<file path="config.mk">
export PLATFORM = sky130hd
export DESIGN_NAME = decoder_2x4_stream
export DESIGN_NICKNAME = d
export VERILOG_FILES = /design/src/rtl/decoder_2x4_stream_pkg.sv /design/src/rtl/decoder_2x4_stream_skid_buf2.sv /design/src/rtl/decoder_2x4_stream.sv
export SDC_FILE = /design/constraint.sdc
export NUM_CORES = 1
export LEC_CHECK = 0
export BUFFER_PORTS_ARGS = -buffer_cell sky130_fd_sc_hd__buf_4
export CAP_MARGIN = 20
export CORE_AREA = 3 3 52 54
export CTS_CLUSTER_DIAMETER = 120
export DETAILED_ROUTE_END_ITERATION = 7
export DIE_AREA = 0 0 55 57
export GPL_TIMING_DRIVEN = 1
export PLACE_DENSITY_LB_ADDON = 0.15
export SLEW_MARGIN = 20
export SYNTH_ARGS = -nofsm -noshare
export SYNTH_HDL_FRONTEND = slang
export SYNTH_SLANG_ARGS = --single-unit
</file>
<file path="constraint.sdc">
create_clock -name clk -period 2 [get_ports clk]
set_clock_uncertainty 0.2 [all_clocks]
set_input_delay 0.3 -clock clk [delete_from_list [all_inputs] [get_ports clk]]
set_output_delay 0.3 -clock clk [all_outputs]
set_load 0.01 [all_outputs]
</file>
<file path="src/rtl/decoder_2x4_stream_pkg.sv">
// Shared widths and the 2-to-4 decode function
// for the streaming line decoder.
package decoder_2x4_stream_pkg;

  localparam int CODE_W = 2;
  localparam int LINE_W = 4;

  function automatic logic [LINE_W-1:0] onehot_of(
    input logic [CODE_W-1:0] code,
    input logic              en
  );
    logic [LINE_W-1:0] one;
    one = LINE_W'(1);
    return en ? (one << code) : '0;
  endfunction

endpackage

</file>
<file path="src/rtl/decoder_2x4_stream_skid_buf2.sv">
// Generic 2-entry FIFO-ordered valid/ready buffer.
// in_ready is a function of registered state only.
module skid_buf2 #(
  parameter int W     = 6,
  parameter int DEPTH = 2
) (
  input  logic         clk,
  input  logic         rst_n,
  input  logic         in_valid,
  output logic         in_ready,
  input  logic [W-1:0] in_data,
  output logic         out_valid,
  input  logic         out_ready,
  output logic [W-1:0] out_data
);

  logic [W-1:0] mem_q [2];
  logic         head_q;
  logic         tail_q;
  logic [1:0]   cnt_q;
  logic [1:0]   cnt_d;
  logic         init_q;
  logic         push;
  logic         pop;

  // init_q keeps the input closed until the first edge after reset release
  assign in_ready  = init_q && (cnt_q < 2'(DEPTH));
  assign out_valid = (cnt_q != 2'd0);
  assign out_data  = out_valid ? mem_q[head_q] : '0;
  assign push      = in_valid && in_ready;
  assign pop       = out_valid && out_ready;

  always_comb begin
    cnt_d = cnt_q;
    unique case (1'b1)
      push && !pop: cnt_d = cnt_q + 2'd1;
      pop && !push: cnt_d = cnt_q - 2'd1;
      default:      cnt_d = cnt_q;
    endcase
  end

  always_ff @(posedge clk or negedge rst_n) begin
    if (!rst_n) begin
      mem_q[0] <= '0;
      mem_q[1] <= '0;
      head_q   <= 1'b0;
      tail_q   <= 1'b0;
      cnt_q    <= 2'd0;
      init_q   <= 1'b0;
    end else begin
      init_q <= 1'b1;
      cnt_q  <= cnt_d;
      if (push) begin
        mem_q[tail_q] <= in_data;
        tail_q        <= ~tail_q;
      end
      if (pop) begin
        head_q <= ~head_q;
      end
    end
  end

endmodule

</file>
<file path="src/rtl/decoder_2x4_stream.sv">
// Registered 2-to-4 decoder with valid/ready stream,
// 2-entry output buffer and saturating symbol count.
module decoder_2x4_stream
  import decoder_2x4_stream_pkg::*;
#(
  parameter int DEPTH = 2,
  parameter int CNT_W = 8
) (
  input  logic             clk,
  input  logic             rst_n,
  input  logic             in_valid,
  output logic             in_ready,
  input  logic [1:0]       in_code,
  input  logic             in_en,
  output logic             out_valid,
  input  logic             out_ready,
  output logic [3:0]       out_onehot,
  output logic [1:0]       out_code,
  output logic [CNT_W-1:0] sym_count
);

  localparam int W = LINE_W + CODE_W;

  logic [W-1:0]     in_data;
  logic [W-1:0]     out_data;
  logic [CNT_W-1:0] sym_q;
  logic [CNT_W-1:0] sym_d;

  // Decode happens before storage so the buffer holds final lines
  assign in_data = {onehot_of(in_code, in_en), in_code};

  skid_buf2 #(
    .W     (W),
    .DEPTH (DEPTH)
  ) u_buf (
    .clk       (clk),
    .rst_n     (rst_n),
    .in_valid  (in_valid),
    .in_ready  (in_ready),
    .in_data   (in_data),
    .out_valid (out_valid),
    .out_ready (out_ready),
    .out_data  (out_data)
  );

  assign out_onehot = out_data[W-1:CODE_W];
  assign out_code   = out_data[CODE_W-1:0];
  assign sym_count  = sym_q;

  always_comb begin
    sym_d = sym_q;
    if (out_valid && out_ready && (sym_q != '1)) begin
      sym_d = sym_q + CNT_W'(1);
    end
  end

  always_ff @(posedge clk or negedge rst_n) begin
    if (!rst_n) begin
      sym_q <= '0;
    end else begin
      sym_q <= sym_d;
    end
  end

endmodule

</file>
==> run_results.csv <==
group,metric,value,unit
run_status,status,"finished clean",
floorplanning,core_area,2250,um2
grt,grt_max_degree,26,
route,ant_nets,0,
grt,first_global_vias,781,
floorplanning,fp.dieW,55,um
clocking,cts_resized,0,
grt,grt_pass1_wl,3620,um
run,drv_cap,0,
yosys,ys_warn_count,0,
floorplanning,dieHeight,57,um
power,p_leak,0.685,nW
worst_setup_path,critPathArrivalTime,1.36,ns
sta,rsz0062_at_grt,"false",
sta,timing.final.crit_share,0.928,
placed_design,io_buffers,22,
placed_design,gp_congestion,0.731,
sta,hold_slack,0.0463,ns
yosys,synth-seq-cells,25,
route,drcViolationCount,0,
route,drtPass1Iterations,4,
sta,max_freq,0.539,GHz
sta,slew_viol_final,0,
placed_design,dpl.cell_count,159,
yosys,yosys.area.top_type,"dfrtp_1",
hold_path,hold_path_depth,2,
sta,finalHoldViolations,0,
finish,fin_nets,146,
finish,layout_commonest_cell,"dfrtp_1",
finish,diodes,0,
sta,finalSetupTns,0,ns
worst_setup_path,cp-start-kind,"flop",
clocking,cts_buffer_depth,2,
yosys,synthDistinctLibCells,28,
hold_path,hp-class,"primary input to flop",
clocking,h-tree-depth,1,
yosys,synth-seq-area-share,0.521,
route,drt_iter0_drc,11,
power,power_density,1410,nW/um2
route,vias_per_cell,5.40,
route,wire_per_inst,13.0,um
floorplanning,rows,17,
yosys,synthCells,109,
worst_setup_path,path_class,"flop to output port",
power,peakVddDrop,0.00106,V
worst_setup_path,endpoint_kind,"output port",
clocking,clock-sinks,25,
floorplanning,start_util,0.532,
worst_setup_path,worstPathMaxFanout,7,
finish,syn2layout_area_growth,20.0,%
finish,mostFrequentLayoutCells,"25 x dfrtp_1, 24 x buf_4, 12 x nand2_1",
grt,grt-ovfl-total,0,
yosys,syn_area_per_cell,11.0,um2
worst_setup_path,crit_required,1.50,ns
route,wl,2140,um
yosys,syn-num-nets,118,
yosys,syn_area,1200,um2
clocking,cts_hold_buf,1,
clocking,cts_setup_buffers,0,
sta,final.min_clock_period,1.86,ns
grt,grt_antenna_before_repair,0,
clocking,clock_latency,0.31,ns
floorplanning,die_area,3140,um2
finish,drive_gt1_frac,0.272,
clocking,path_clk_slew,0.14,ns
finish,layoutNonFillerInstCount,164,
clocking,cts-buffers-inserted,3,
floorplanning,ios,23,
grt,track_usage,0.156,
yosys,synthTopCellsByArea,"dfrtp_1 52%, mux2i_1 5.8%, mux2_2 4.7%",
clocking,clockRootBuffer,"clkbuf_4",
clocking,cts_tree,"built",
yosys,netlist.area_leader.share,0.521,
worst_setup_path,r2r_cells,5,
route,num_vias,886,
sta,setup-violations-final,0,
placed_design,dpl.hpwl,1540,um
## registers in the layout, summed over array words and instances (netlist names)
name,count
u_buf.mem_q,12
sym_count,8
u_buf.cnt_q,2
u_buf.head_q,1
u_buf.init_q,1
u_buf.tail_q,1
## routing by layer
layer  vias up  GRT usage  wire length, um
li1        435          -                -
met1       431      0.229             1010
met2        18      0.231             1030
met3         2     0.0261               89
met4         0     0.0521               14
met5         -          0                0
## cells in the mapped netlist
cell	instances
a211oi_1	3
a21o_1	1
a21oi_1	1
and2b_1	1
and3_1	1
and4_1	1
buf_4	1
clkbuf_2	1
conb_1	1
dfrtp_1	25
ha_1	2
inv_1	3
mux2_1	2
mux2_2	5
mux2i_1	7
nand2_1	12
nand3_1	5
nand3b_1	3
nand4b_2	1
nand4bb_1	1
nor2_1	10
nor3_1	2
nor4_2	1
o21ai_0	10
o21ai_4	1
or3b_2	1
xnor2_1	4
xor2_1	3
## worst paths after layout
check                                 from  slack [ns]         endpoint
max in group asynchronous            rst_n        1.16     sym_count[0]
min                             in_code[1]        0.05   u_buf.mem_q[7]
max reg2reg                 u_buf.cnt_q[0]        0.21   u_buf.cnt_q[1]
min reg2reg                u_buf.mem_q[11]        0.30  u_buf.mem_q[11]
max                           u_buf.head_q        0.14    out_onehot[3]
min in group asynchronous            rst_n        0.21  u_buf.mem_q[10]
## cells by family (layout without fill, tap and decap cells)
kind of cell    after synthesis  in the layout  synth area share
simple gates                 39             39             0.175
flops                        25             25             0.521
compound gates               16             16            0.0845
mux                          14             14             0.124
xor+xnor                      7              7            0.0511
buf+inv                       5             32            0.0198
fa+ha+maj                     2              2            0.0209
other cells                   1              1           0.00313
## layout make-up
| type | instances | area, um2 |
|---|---|---|
| clock buffers | 3 | 22.5 |
| clock inverters | 1 | 5.00 |
| fillers | 209 | 815 |
| inverters | 3 | 11.3 |
| multi-input cells | 79 | 551 |
| flip-flops and latches | 25 | 626 |
| well taps | 28 | 35.0 |
| repair buffers | 25 | 190 |
## critical path: stages (launching register included)
cell and delay (ns):
dfrtp_1 0.62, mux2i_1 0.23, nor2_1 0.06, buf_4 0.14
## power breakdown
part / internal, mW / switching [mW]
Sequential: 0.716 / 0.234
Clock: 0.0746 / 0.145
Combinational: 0.468 / 0.386
## per-stage QoR
stage / utilization / power [mW] / worst slack [ns] / area, um2
floorplan: - / 1.45 / 0.321 / 1200
global placement: 0.622 / 1.79 / 0.288 / 1400
detailed placement: 0.622 / 1.82 / 0.242 / 1400
CTS: 0.639 / 2.05 / 0.116 / 1440
global route: 0.639 / 2.20 / 0.0301 / 1440
finish: 0.639 / 2.02 / 0.143 / 1440
No activity file was read; power rests on OpenSTA's default activity.
